## src/rtl/fifo_wr_arbiter_pkg.sv

```systemverilog
// Shared types and helpers for the FIFO write-port arbiter.
package fifo_wr_arbiter_pkg;

  parameter int unsigned N_REQ_MAX = 8;

  typedef logic [$clog2(N_REQ_MAX)-1:0] req_id_t;

  // Round-robin successor of id among n requesters.
  function automatic int unsigned rr_next(input int unsigned id, input int unsigned n);
    return (id + 1 >= n) ? 0 : id + 1;
  endfunction

endpackage

```

## src/rtl/fifo_wr_arbiter_sel.sv

```systemverilog
// Rotating priority select: first valid requester at or after ptr, plus an any-valid flag.
module rr_priority_sel
  import fifo_wr_arbiter_pkg::*;
#(
  parameter int unsigned N = 4
) (
  input  logic [N-1:0]         valid,
  input  logic [$clog2(N)-1:0] ptr,
  output logic [$clog2(N)-1:0] gnt_id,
  output logic                 any_valid
);
  localparam int unsigned IdW = $clog2(N);

  logic [N-1:0] rot;
  logic [IdW:0] sum;

  always_comb begin
    // rot[0] is requester ptr, rot[1] is ptr+1, ... (mod N)
    rot       = N'({valid, valid} >> ptr);
    any_valid = |rot;
    sum       = '0;
    for (int i = N - 1; i >= 0; i--) begin
      if (rot[i]) begin
        sum = {1'b0, ptr} + (IdW + 1)'(i);
      end
    end
    if (sum >= (IdW + 1)'(N)) begin
      sum = sum - (IdW + 1)'(N);
    end
    gnt_id = sum[IdW-1:0];
  end

endmodule

```

## src/rtl/fifo_wr_arbiter.sv

```systemverilog
// Round-robin arbiter for the shared FIFO write port, gated by the FIFO full flag.
// Define FIFO_WR_ARB_BURST_EN to let a grant hold the port for up to BURST_LEN beats.
module fifo_wr_arbiter
  import fifo_wr_arbiter_pkg::*;
#(
  parameter int unsigned N_REQ     = 4,
  parameter int unsigned DATA_W    = 8,
  parameter int unsigned BURST_LEN = 4,
  parameter int unsigned CNT_W     = 16
) (
  input  logic                      i_wclk,
  input  logic                      i_wrst_n,
  input  logic [N_REQ-1:0]          i_req_valid,
  input  logic [N_REQ*DATA_W-1:0]   i_req_data,
  output logic [N_REQ-1:0]          o_req_ready,
  input  logic                      i_fifo_full,
  output logic                      o_fifo_wren,
  output logic [DATA_W-1:0]         o_fifo_wdata,
  output logic [$clog2(N_REQ)-1:0]  o_grant_id,
  output logic [CNT_W-1:0]          o_wr_count
);
  localparam int unsigned IdW = $clog2(N_REQ);

  logic [IdW-1:0] rr_ptr;
  logic [IdW-1:0] sel_id;
  logic [IdW-1:0] g;
  logic [IdW-1:0] rel_ptr;
  logic           any_valid;
  logic           cand_valid;
  logic           end_grant;
  logic           release_lock;
  logic           xfer;

  function automatic logic [IdW-1:0] ptr_after(input logic [IdW-1:0] id);
    return IdW'(rr_next(32'(id), N_REQ));
  endfunction

  rr_priority_sel #(
    .N (N_REQ)
  ) u_sel (
    .valid     (i_req_valid),
    .ptr       (rr_ptr),
    .gnt_id    (sel_id),
    .any_valid (any_valid)
  );

`ifdef FIFO_WR_ARB_BURST_EN
  localparam int unsigned BcW = (BURST_LEN > 1) ? $clog2(BURST_LEN) : 1;

  logic           lock;
  logic [IdW-1:0] lock_id;
  logic [BcW-1:0] beat_cnt;

  assign g            = lock ? lock_id : sel_id;
  assign cand_valid   = lock ? i_req_valid[lock_id] : any_valid;
  assign end_grant    = (beat_cnt == BcW'(BURST_LEN - 1));
  assign release_lock = lock & ~i_req_valid[lock_id];
  assign rel_ptr      = lock_id;

  always_ff @(posedge i_wclk or negedge i_wrst_n) begin
    if (!i_wrst_n) begin
      lock     <= 1'b0;
      lock_id  <= '0;
      beat_cnt <= '0;
    end else if (xfer) begin
      if (end_grant) begin
        lock     <= 1'b0;
        beat_cnt <= '0;
      end else begin
        lock     <= 1'b1;
        lock_id  <= g;
        beat_cnt <= beat_cnt + BcW'(1);
      end
    end else if (release_lock) begin
      // Locked requester went idle: give up the rest of its burst.
      lock     <= 1'b0;
      beat_cnt <= '0;
    end
  end
`else
  assign g            = sel_id;
  assign cand_valid   = any_valid;
  assign end_grant    = 1'b1;
  assign release_lock = 1'b0;
  assign rel_ptr      = sel_id;
`endif

  // Full and reset both suppress the transfer in the same cycle, so no beat is lost.
  assign xfer = cand_valid & ~i_fifo_full & i_wrst_n;

  always_comb begin
    o_req_ready  = '0;
    o_fifo_wren  = xfer;
    o_fifo_wdata = '0;
    if (xfer) begin
      o_req_ready[g] = 1'b1;
      o_fifo_wdata   = i_req_data[int'(g) * DATA_W +: DATA_W];
    end
  end

  always_ff @(posedge i_wclk or negedge i_wrst_n) begin
    if (!i_wrst_n) begin
      rr_ptr     <= '0;
      o_grant_id <= '0;
      o_wr_count <= '0;
    end else if (xfer) begin
      o_wr_count <= o_wr_count + CNT_W'(1);
      o_grant_id <= g;
      if (end_grant) begin
        rr_ptr <= ptr_after(g);
      end
    end else if (release_lock) begin
      rr_ptr <= ptr_after(rel_ptr);
    end
  end

endmodule
```

## config.mk

```make
export PLATFORM = sky130hd
export DESIGN_NAME = fifo_wr_arbiter
export DESIGN_NICKNAME = d
export VERILOG_FILES = /design/src/rtl/fifo_wr_arbiter_pkg.sv /design/src/rtl/fifo_wr_arbiter_sel.sv /design/src/rtl/fifo_wr_arbiter.sv
export SDC_FILE = /design/constraint.sdc
export NUM_CORES = 1
export LEC_CHECK = 0
export BUFFER_PORTS_ARGS = -buffer_cell sky130_fd_sc_hd__buf_2
export CAP_MARGIN = 5
export CORE_ASPECT_RATIO = 0.8
export CORE_MARGIN = 5
export CORE_UTILIZATION = 44
export DETAILED_ROUTE_END_ITERATION = 6
export GPL_TIMING_DRIVEN = 0
export PLACE_DENSITY = 0.76
export SLEW_MARGIN = 5
export SYNTH_ARGS = -nofsm -noshare
export SYNTH_HDL_FRONTEND = slang
export SYNTH_HIERARCHICAL = 1
export SYNTH_SLANG_ARGS = --single-unit
```

## constraint.sdc

```tcl
create_clock -name i_wclk -period 2.25 [get_ports i_wclk]
set_clock_uncertainty 0.2 [all_clocks]
set_input_delay 0.1125 -clock i_wclk [delete_from_list [all_inputs] [get_ports i_wclk]]
set_output_delay 0.1125 -clock i_wclk [all_outputs]
set_load 0.02 [all_outputs]
```

==> reports/qor.csv <==
metric,value,unit
status,"finished, violations left",
failing checks,setup timing,
initial antenna violation count,0,
post-synthesis sequential area ratio,38.4,%
Flop pwr share,29.9,%
Final Instance Count excl. Fillers,244,
Cell Int Power,1.10,mW
dpl hpwl,2.70,mm
Yosys cell types,28,
worst skew pair latency,0.26,ns
Die Y,58.7,µm
Net Sw Frac,37.5,%
layout cell share with drive strength beyond 1,59.7,%
CP top delay family,compound AO/OA/AOI/OAI gates,
static leakage,1.03,nW
Area contributors post-synth,"dfrtp_1 (38%), mux4_2 (14%), xnor2_1 (7.4%)",
Post-DP Area,0.00170,mm²
Worst Setup End Kind,output port,
vias in the first global route,1311,
Max Slew Vio Count,0,
Total GRT Usage,17.9,%
overall routed net length,4.02,mm
R2R Setup Slk,0.15,ns
slew margin rel.,42.5,%
CP Buf/Inv Count,4,
setup slack after layout,-0.304,ns
total power,1.77,mW
Critical Path RT,1.94,ns
root buffer cell,clkbuf_8,
Psw,662,µW
CORE AREA,0.00281,mm²
grt total ovfl,0,
via count,1293,
syn nets,165,
Gate power share,54.9,%
Gate Count Post-Synth,121,
vias per cell,5.30,
Fmax,392,MHz
H-Tree Depth,1,
Peak VDD IR,634,µV
"commonest non-fill, non-tap cells in the layout","buf_2 (61), dfrtp_1 (20), buf_6 (13)",
number of clock sinks,20,
first-pass GRT wire length,5.89,mm
CTS Buffer Depth,2,
WL/cell,16.5,µm
RePlAce Congestion,0.785,
Setup crit start kind,flop,
IO Count,70,
critical path peak fanout,5,
die width,70.8,µm
final setup fails,12,
Buffers on Ports,69,
R2R Path Start,rr_ptr[1]$_DFFE_PN0P_,
slowest CP cell,mux4_2,
Worst-Margin Slew,0.859,ns
largest net degree at the start of global routing,21,
crit path cell chain,inv_2 > a221o_1 > a21oi_4 > buf_6 > buf_16 > mux4_2 > and2_4 > buf_6,
WP data arrival,2.24,ns
placed instance count,228,
initial drt markers,105,
Fillers,219,
Remaining DRCs,0,
"Async S/R FF share, synth",100,%
Synth Flop Type,dfrtp_1,
First-pass DRT Iterations,4,
CP max stage delay,0.48,ns
CTS Buf Count,3,
Crit. Startpoint,rr_ptr[0]$_DFFE_PN0P_,
final instance area,0.00202,mm²
Ys Warns,6,
remaining antenna violation count after routing,0,
top cell type's share of synthesized area,38.4,%
pre-CTS setup slack,-0.243,ns
cell taking the most area after synthesis,dfrtp_1,
post-layout min period,2.55,ns
PD cells,873,mW/mm²
hold wc startpoint,i_wrst_n,
Std-Cell Rows,17,
Finished Core Util,72.1,%
WS Path Type,reg -> out,
CTS tree,done,
Fin. Hold Viols,0,
antenna cell count,0,
Tcrit/Tclk final,113,%
Avg Synthesized Cell Area,10.8,µm²
Layout Nets,251,
cell area after synthesis,0.00130,mm²
Max Cap Viol,0,
die area,0.00416,mm²
Critical Path Most Common Cell,buf_6,
Final Hold Slack,0.0402,ns
Setup TNS Final,-2.63,ns
Worst-path clk slew,0.07,ns
Clk network pwr share,15.2,%
"commonest non-fill, non-tap cell in the layout",buf_2,
Hold WC Path Type,in -> reg,
Area Overhead vs Synth,55.3,%
RSZ-0062 raised after global routing,yes,
Post-synth EDFFs,0,
Yosys reg bits,20,
Initial Util,46.4,%
## routing by layer
| layer | GRT usage (%) | vias to the layer above | wire [µm] | part of all wire (%) |
|---|---|---|---|---|
| li1 | - | 593 | - | - |
| met4 | 5.36 | 0 | 38 | 0.94 |
| met1 | 20.9 | 645 | 1600 | 40 |
| met3 | 4.78 | 6 | 212 | 5.3 |
| met5 | 0 | - | 0 | 0 |
| met2 | 32.6 | 49 | 2170 | 54 |
## cells by family after synthesis
logic type | share of synthesized area [%]
buffers and inverters | 4.23
adder cells (fa/ha/maj) | 4.80
multiplexers | 13.8
AND/OR/NAND/NOR | 23.9
AO/OA/AOI/OAI | 4.71
flip-flops | 38.4
XOR/XNOR | 10.1
## what timing repair did
item,CTS,global route
hold endpoints to repair,20,0
gates resized for setup,8,43
cloned,1,1
pin swaps,2,3
setup endpoints to repair,11,12
setup buffers,5,5
hold buffers,1,0
## worst min-delay path, cell delays in order
cell	delay, ns
buf_2	0.12
nand3b_4	0.15
xnor2_1	0.08
## state kept, by name (all words and copies together), names as in the netlist
register	cells
rr_ptr	2
o_wr_count	16
o_grant_id	2
## worst paths after layout
path,endpoint,cells after the start
setup reg to reg,rr_ptr[1]$_DFFE_PN0P_,9
hold / removal,o_wr_count[0]$_DFFE_PN0P_,3
max in group asynchronous,o_wr_count[3]$_DFFE_PN0P_,2
setup / recovery,o_fifo_wdata[6],8
min in group asynchronous,o_wr_count[11]$_DFFE_PN0P_,2
hold reg to reg,o_wr_count[15]$_DFFE_PN0P_,1
## power by group through the flow
stage	clock network (mW)	registers, mW	logic (mW)
detailed placement	0	0.536	0.634
floorplan	0	0.588	0.375
finish	0.268	0.529	0.969
global route	0.292	0.539	1.04
CTS	0.271	0.523	0.804
global placement	0	0.530	0.613
## cell type report
| class | instances | area, µm² | area share (%) |
|---|---|---|---|
| multi-input combinational | 88 | 821 | 40.6 |
| clock buffer | 4 | 55.1 | 2.72 |
| inverter | 9 | 36.3 | 1.79 |
| sequential | 20 | 500 | 24.7 |
| buffer | 3 | 23.8 | 1.18 |
| tap | 38 | 47.5 | 2.35 |
| timing repair buffer | 82 | 539 | 26.7 |
## Yosys cell counts (2+ instances only)
master,n
dfrtp_1,20
ha_1,5
nand2_1,12
mux4_2,8
o21ai_0,2
and2_1,12
nand4_1,6
xor2_1,4
and4_4,2
nor2_1,6
buf_2,2
nand3_1,2
xnor2_1,11
inv_1,8
nand3_2,4
a21oi_1,4
nand2b_1,2
Note: power is estimated with default switching activity, not from simulation.
